### src/rtl/fwd_hazard_pkg.sv
// Shared types and defaults for the forwarding / load-use hazard unit.
// One pipeline-stage tracking entry is described here so both the top and the matcher agree on it.
package fwd_hazard_pkg;

    localparam int DEF_DEPTH      = 3;
    localparam int DEF_NUM_SRC    = 2;
    localparam int DEF_REG_AW     = 5;
    localparam int DEF_LOAD_READY = 2;
    localparam int DEF_CNT_W      = 16;

    localparam int FWD_RF = 0;

    // Entry fields are sized for the widest legal configuration; narrower
    // register addresses are zero-extended into rd.
    localparam int MAX_REG_AW = 8;
    localparam int RDY_W      = 4;

    typedef struct packed {
        logic                  valid;
        logic [MAX_REG_AW-1:0] rd;
        logic                  regwrite;
        logic [RDY_W-1:0]      rdy;
    } stage_entry_t;

    localparam stage_entry_t BUBBLE = '{
        valid:    1'b0,
        rd:       {MAX_REG_AW{1'b0}},
        regwrite: 1'b0,
        rdy:      RDY_W'(1)
    };

    // x0 is hard-wired, so a producer targeting it never forwards or stalls.
    function automatic logic entry_writes(input stage_entry_t e);
        return e.valid && e.regwrite && (e.rd != {MAX_REG_AW{1'b0}});
    endfunction

endpackage

### src/rtl/fwd_hazard_unit_match.sv
// Youngest-match finder: compares one register address against the masked
// stage entries and reports the lowest matching stage, its hit flag and its ready stage.
module fwd_match_prio
    import fwd_hazard_pkg::*;
#(
    parameter int DEPTH = DEF_DEPTH,
    parameter int IDX_W = $clog2(DEF_DEPTH)
) (
    input  logic [MAX_REG_AW-1:0]        addr,
    input  stage_entry_t [DEPTH-1:0]     entries,
    input  logic [DEPTH-1:0]             mask,
    output logic                         hit,
    output logic [IDX_W-1:0]             idx,
    output logic [RDY_W-1:0]             rdy
);

    // Scan oldest to youngest so the lowest matching index wins.
    always_comb begin
        hit = 1'b0;
        idx = '0;
        rdy = '0;
        for (int i = DEPTH - 1; i >= 0; i--) begin
            if (mask[i] && entry_writes(entries[i]) && (entries[i].rd == addr)) begin
                hit = 1'b1;
                idx = IDX_W'(i);
                rdy = entries[i].rdy;
            end
        end
    end

endmodule

### src/rtl/fwd_hazard_unit.sv
// Forwarding select and load-use stall generation for the in-order integer pipeline,
// tracking destination registers of instructions from EX onward.
module fwd_hazard_unit
    import fwd_hazard_pkg::*;
#(
    parameter int DEPTH      = DEF_DEPTH,
    parameter int NUM_SRC    = DEF_NUM_SRC,
    parameter int REG_AW     = DEF_REG_AW,
    parameter int LOAD_READY = DEF_LOAD_READY,
    parameter int CNT_W      = DEF_CNT_W,
    localparam int SEL_W     = $clog2(DEPTH)
) (
    input  logic                      clk,
    input  logic                      rst_n,
    input  logic                      advance,
    input  logic                      flush,
    input  logic                      id_valid,
    input  logic [NUM_SRC*REG_AW-1:0] id_rs,
    input  logic [REG_AW-1:0]         id_rd,
    input  logic                      id_regwrite,
    input  logic                      id_is_load,
    output logic [NUM_SRC*SEL_W-1:0]  fwd_sel,
    output logic                      stall,
    output logic [CNT_W-1:0]          stall_count
);

    // The ID stall check looks at entries 0..DEPTH-2, EX forwarding at 1..DEPTH-1.
    localparam logic [DEPTH-1:0] STALL_MASK = {1'b0, {(DEPTH-1){1'b1}}};
    localparam logic [DEPTH-1:0] FWD_MASK   = {{(DEPTH-1){1'b1}}, 1'b0};

    stage_entry_t [DEPTH-1:0]    entry_reg;
    logic [NUM_SRC*REG_AW-1:0]   ex_rs_reg;
    logic [CNT_W-1:0]            stall_count_reg;

    stage_entry_t                id_entry;
    logic [NUM_SRC-1:0]          src_stall;

    always_comb begin
        id_entry          = BUBBLE;
        id_entry.valid    = id_valid;
        id_entry.rd       = MAX_REG_AW'(id_rd);
        id_entry.regwrite = id_regwrite;
        id_entry.rdy      = id_is_load ? RDY_W'(LOAD_READY) : RDY_W'(1);
    end

    for (genvar gi = 0; gi < NUM_SRC; gi++) begin : g_src
        logic                 hit_id;
        logic [SEL_W-1:0]     idx_id;
        logic [RDY_W-1:0]     rdy_id;
        logic                 hit_ex;
        logic [SEL_W-1:0]     idx_ex;
        logic [RDY_W-1:0]     unused_rdy_ex;

        fwd_match_prio #(
            .DEPTH (DEPTH),
            .IDX_W (SEL_W)
        ) u_id_match (
            .addr    (MAX_REG_AW'(id_rs[gi*REG_AW +: REG_AW])),
            .entries (entry_reg),
            .mask    (STALL_MASK),
            .hit     (hit_id),
            .idx     (idx_id),
            .rdy     (rdy_id)
        );

        fwd_match_prio #(
            .DEPTH (DEPTH),
            .IDX_W (SEL_W)
        ) u_ex_match (
            .addr    (MAX_REG_AW'(ex_rs_reg[gi*REG_AW +: REG_AW])),
            .entries (entry_reg),
            .mask    (FWD_MASK),
            .hit     (hit_ex),
            .idx     (idx_ex),
            .rdy     (unused_rdy_ex)
        );

        // When the consumer reaches EX the producer sits one stage further on.
        assign src_stall[gi] = hit_id && ((int'(idx_id) + 1) < int'(rdy_id));

        assign fwd_sel[gi*SEL_W +: SEL_W] = (entry_reg[0].valid && hit_ex) ? idx_ex
                                                                           : SEL_W'(FWD_RF);
    end

    // A flushed ID instruction is dead, so it cannot cause a hazard.
    assign stall       = id_valid && !flush && (|src_stall);
    assign stall_count = stall_count_reg;

    always_ff @(posedge clk) begin
        if (!rst_n) begin
            for (int i = 0; i < DEPTH; i++) begin
                entry_reg[i] <= BUBBLE;
            end
            ex_rs_reg       <= '0;
            stall_count_reg <= '0;
        end else if (advance) begin
            for (int i = 1; i < DEPTH; i++) begin
                entry_reg[i] <= entry_reg[i-1];
            end
            if (flush) begin
                entry_reg[0] <= BUBBLE;
                entry_reg[1] <= BUBBLE;
            end else if (stall) begin
                entry_reg[0] <= BUBBLE;
            end else begin
                entry_reg[0] <= id_entry;
                ex_rs_reg    <= id_rs;
            end
            if (stall && (stall_count_reg != {CNT_W{1'b1}})) begin
                stall_count_reg <= stall_count_reg + CNT_W'(1);
            end
        end else if (flush) begin
            entry_reg[0] <= BUBBLE;
        end
    end

endmodule
### config.mk
export PLATFORM = sky130hd
export DESIGN_NAME = fwd_hazard_unit
export DESIGN_NICKNAME = d
export VERILOG_FILES = /design/src/rtl/fwd_hazard_pkg.sv /design/src/rtl/fwd_hazard_unit_match.sv /design/src/rtl/fwd_hazard_unit.sv
export SDC_FILE = /design/constraint.sdc
export NUM_CORES = 1
export LEC_CHECK = 0
export CAP_MARGIN = 20
export CORE_MARGIN = 5
export CORE_UTILIZATION = 40
export DETAILED_ROUTE_END_ITERATION = 12
export SLEW_MARGIN = 20
export SYNTH_ARGS = -nofsm -noshare
export SYNTH_HDL_FRONTEND = slang
export SYNTH_SLANG_ARGS = --single-unit
### constraint.sdc
create_clock -name clk -period 4.21 [get_ports clk]
set_clock_uncertainty 0.05 [all_clocks]
set_input_delay 0.6315 -clock clk [delete_from_list [all_inputs] [get_ports clk]]
set_output_delay 0.6315 -clock clk [all_outputs]
set_load 0.01 [all_outputs]
Word-level counts from Yosys, hierarchy flattened:

Cells that the tools add are included.

* $add $sub $neg: 3
* $lt $le $gt $ge: 2
* eq/ne operators: 9
* muxes and demuxes: 27
* bitwise operators: 2
* reductions and logical operators: 28

Operator list (count)
* $eq 8x5->1: 8
* $mux 14: 4
* $reduce_bool 8->1: 3
* $logic_and 1x1->1: 21
* $add 16x1->16 const B: 1
* $mux 4: 4
* $ne 16x16->1 const B: 1
* $mux 2: 7
* $mux 1: 12
* $lt 3x4->1: 2
* $add 2x1->3 const B: 2
* $reduce_and 3->1: 1
* $not 1->1: 2
* $reduce_and 2->1: 1
* $reduce_or 2->1: 1
* $logic_not 1->1: 1

* flip-flop bits (word level): 64
* output and inout port bits: 21

Longest topological paths before layout:

* depth after elaboration: 13
* depth in mapped cells: 14

By module:

From an unflattened synthesis, not the netlist that was laid out.

* cell total of the unflattened synthesis: 581
* area, all modules: 5059.9 µm²

By module, submodules not included
* fwd_hazard_unit: times used 1, cells each 305, area each 2902.8 µm²
* fwd_match_prio: times used 4, cells each 69, area each 539.3 µm²

Worst setup path before layout:

OpenSTA, ideal clock, no wires.

* kind: input port to output port
* start: input id_rs[5]
* end: output stall
* arrival: 2.991 ns
* required time: 3.529 ns
* slack: 0.538 ns
* cell stages on the path: 12
* buffers on the path: 1
* cell sequence: xnor2_1 > nand3_1 > or4_4 > nor2_1 > a22oi_1 > ha_1 > a21oi_1 > nor3_1 > nor3_4 > o31ai_1 > buf_2 > nor2_1

* cells in the longest elaborated chain, start to end: 9

Ends and longest elaborated chain
* start: declaration: RTL line fwd_hazard_unit.sv:18 `input logic [NUM_SRC*REG_AW-1:0] id_rs,`
* $eq 8x5->1: RTL line fwd_hazard_unit_match.sv:23 `if (mask[i] && entry_writes(entries[i]) && (entries[i].rd == addr)) begin`
* $logic_and 1x1->1: RTL line fwd_hazard_unit_match.sv:23
* $mux 1 (2 in series): RTL line fwd_hazard_unit_match.sv:23
* $add 2x1->3: RTL line fwd_hazard_unit.sv:79 `assign src_stall[gi] = hit_id && ((int'(idx_id) + 1) < int'(rdy_id));`
* $lt 3x4->1: RTL line fwd_hazard_unit.sv:79
* $logic_and 1x1->1 *: RTL line fwd_hazard_unit.sv:79
* $reduce_or 2->1 *: RTL line fwd_hazard_unit.sv:86 `assign stall = id_valid && !flush && (|src_stall);`
* $logic_and 1x1->1 *: RTL line fwd_hazard_unit.sv:86
* end: declaration: RTL line fwd_hazard_unit.sv:23 `output logic stall,`

Mark *: on every way between the ends. The rest lies on a longest branch, timed or not.

Final worst setup path:

* start: input id_rs[0]
* end: output stall

The elaborated chain is that of the path after synthesis.

==> results.rst <==
.. list-table::
   :header-rows: 1

   * - Metric
     - Value
   * - Root buffer cell
     - clkbuf_8
   * - Die X
     - 99.94 um
   * - Top cells by instance count after synthesis
     - dfxtp_1, a21oi_1, nor2_1, nand3_1, xnor2_1
   * - Compound-cell area share of the yosys netlist
     - 0.1655
   * - Cell taking the most area after synthesis
     - dfxtp_1
   * - Overflow left after global routing
     - 0
   * - Post-placement cell count
     - 526
   * - Slew HR
     - 0.4390
   * - Layout cell share with drive strength beyond 1
     - 0.1461
   * - Most instantiated flip-flop cell in the synthesis netlist
     - dfxtp_1
   * - Combinational family with the most area after synthesis
     - simple AND/OR/NAND/NOR gates
   * - Effective utilization at floorplan
     - 0.4144
   * - Remaining number of nets flagged by the antenna check after routing
     - 0
   * - Top post-synthesis cells by area
     - dfxtp_1, xnor2_1, a21oi_1
   * - Clk Latency, worst-skew pair
     - 0.33 ns
   * - Avg Inst Size Synth
     - 8.745 um^2
   * - Clock tree from TritonCTS
     - yes
   * - Sequential fraction of the synthesis area
     - 0.3960
   * - Total setup violations reported at the end of the flow
     - 0
   * - Critical path startpoint category
     - primary input
   * - Antenna diode instance count
     - 0
   * - Clock sink count
     - 64
   * - Count of unique library cells instantiated by Yosys
     - 50
   * - Worst hold margin
     - 0.4393 ns
   * - Xor/xnor share of the synthesized area
     - 0.1110
   * - Category of the most critical setup path
     - in -> out
   * - Slew Viols, Final
     - 0
   * - Wire length on met2
     - 3735 um
   * - Number of H-tree levels
     - 3
   * - Number of max-cap violations
     - 0
   * - Wire length of the first global-routing pass
     - 14260 um
   * - Fmax
     - 245.9 MHz
   * - Number of top-level pins
     - 43
   * - Leakage power summed over all cells
     - 1.587 nW
   * - Peak supply drop
     - 0.0001492 V
   * - HPWL after DPL
     - 6129 um
   * - Crit path time final
     - 4.067 ns
   * - Avg WL per Cell
     - 15.79 um
   * - Filler-free cell count of the finished design
     - 540
   * - Leading cell type by number of instances after synthesis
     - dfxtp_1
   * - Post-Syn Nets
     - 395
   * - Routability congestion estimate from global placement
     - 0.8517
   * - Mean number of vias per cell
     - 5.398
   * - Drt total wl
     - 8527 um
   * - Class of the tightest hold or removal check
     - reg -> reg
   * - Placement Cell Area
     - 0.003939 mm^2
   * - Overall track demand over capacity in global routing
     - 0.1806
   * - TritonRoute pass-1 iters
     - 5
   * - Worst endpoint required time
     - 3.53 ns
   * - Proportion of netlist area held by the largest area contributor
     - 0.3960
   * - Number of core rows
     - 32
   * - Max reg flops
     - 38
   * - Category of the worst setup path capture point
     - primary output
   * - Total negative slack
     - 0 ns
   * - Count of flip-flops with a built-in enable after synthesis
     - 0
   * - Antenna violations before repair
     - 0
   * - Simple-Gate Fraction of Synth Area
     - 0.2425
   * - Pwr/cell area
     - 311.8 mW/mm^2
   * - Setup slack of the worst register-to-register path
     - 0.65 ns
   * - Number of nets in the final layout
     - 460
   * - Synthesized instance count
     - 370
   * - Clock slew at reported path FFs
     - 0.07 ns
   * - Buffer depth of the longest clock path
     - 2
   * - Core occupancy in the finished layout
     - 0.5337
   * - Flip-flop and latch count after synthesis
     - 64
   * - Final instance area
     - 0.004167 mm^2
   * - Met1 layer wirelength in the final routing
     - 4192 um
   * - Number of warning messages in the yosys log
     - 0
   * - DRC errors left
     - 0
   * - Largest fanout on the critical path
     - 2
   * - Portion of netlist area occupied by mux cells
     - 0.04022
   * - Total die area
     - 0.009988 mm^2
   * - Total via count in the routed design
     - 2915
   * - Adder and majority cell fraction of the synthesized area
     - 0.01160
   * - Cell area after synthesis
     - 0.003236 mm^2
   * - Share of synthesized registers carrying an async set or reset
     - 0
   * - Via count of the first global-routing pass
     - 2751
   * - Crit path DAT
     - 3.39 ns
   * - Top routing layer in use
     - met4
   * - Pin count of the biggest net entering global routing
     - 47
   * - Slew at the pin with the worst max-slew slack
     - 0.8403 ns
   * - Initial DRC Count
     - 183
   * - Number of buffers created by CTS
     - 9
   * - Area overhead of the layout relative to synthesis
     - 28.77%
   * - Number of buffers inserted by port buffering
     - 42
   * - RSZ-0062 raised after global routing
     - false
   * - Fin. Hold Viols
     - 0
   * - Outcome
     - completed
   * - Standard cell core area
     - 0.007807 mm^2
   * - Post-route clock period utilization
     - 0.9660
   * - Met3 wirelength from detailed routing
     - 534 um
   * - Die height
     - 99.94 um
-- critical path, stage by stage --
cell and delay, ns:
clkdlybuf4s50_1 0.53, xnor2_1 0.14, nand3_1 0.09, or4_4 0.53, nor2_2 0.12, a22oi_1 0.08, ha_1 0.30, a21o_1 0.21
a211oi_4 0.26, o31ai_2 0.12, nor2_1 0.09, dlygate4sd2_1 0.27
-- cell type report --
cell class	count	area, um^2
fillers	758	3641
clock inverters	4	70.07
clock buffers	10	137.6
flip-flops and latches	64	1281
repair buffers	74	659.4
multi-input cells	280	1868
well taps	102	127.6
inverters	6	22.52
-- final timing paths --
check	cells after the start	start	endpoint
setup / recovery	12	id_rs[0]	stall
hold / removal	2	entry_reg[0]$_SDFF_PN1_	entry_reg[14]$_SDFFE_PN1P_
setup reg to reg	13	entry_reg[24]$_SDFFE_PN0P_	stall_count[5]$_SDFFE_PN0P_
hold reg to reg	2	entry_reg[0]$_SDFF_PN1_	entry_reg[14]$_SDFFE_PN1P_
-- metrics by stage --
stage | setup WS (ns) | total power, mW
floorplan | 0.5379 | 0.6924
global placement | -0.1945 | 0.7428
detailed placement | -0.2001 | 0.7441
CTS | 0.05700 | 1.319
global route | 0.003494 | 1.357
finish | 0.1431 | 1.299
-- logic make-up after synthesis --
| family | after synthesis |
|---|---|
| DFF | 64 |
| muxes | 13 |
| adders and majority gates | 3 |
| xor gates and xnor gates | 41 |
| buffers and inverters | 26 |
| AOI/OAI and AO/OA | 84 |
| and+or+nand+nor | 139 |
-- timing repair --
action	4_1_cts	5_1_grt
hold buffers	0	0
resized for setup	2	3
gates cloned	0	0
setup endpoints to repair	1	1
pin swaps	0	2
buffers inserted	0	0
-- metal layers --
metal,up-vias,GRT usage
met3,5,0.05142
met5,-,0
met2,81,0.2689
met4,0,0.04202
met1,1388,0.2579
li1,1441,-
-- placed cells by master, fill, tap and decap left out, types with 5 or more instances in the layout --
cell type	netlist	final
a32o_1	6	6
nor2b_1	13	13
xor2_1	19	19
nor3_1	9	8
mux2i_1	13	13
and2_1	7	7
clkdlybuf4s50_1	0	41
a21oi_1	38	38
dfxtp_1	64	64
inv_1	5	5
buf_4	1	32
nor2_1	32	31
nand2b_1	7	7
xnor2_1	22	22
nand3_1	25	25
o21ai_1	16	16
nand2_1	14	14
clkbuf_8	0	10
-- report_power, final --
group | switching (mW) | internal (mW) | leakage, nW | total [mW]
registers | 0.00925 | 0.614 | 0.518 | 0.623
clock network | 0.227 | 0.341 | 0.108 | 0.568
logic | 0.0551 | 0.0532 | 0.962 | 0.108
Note: power is estimated with default switching activity, not from simulation.
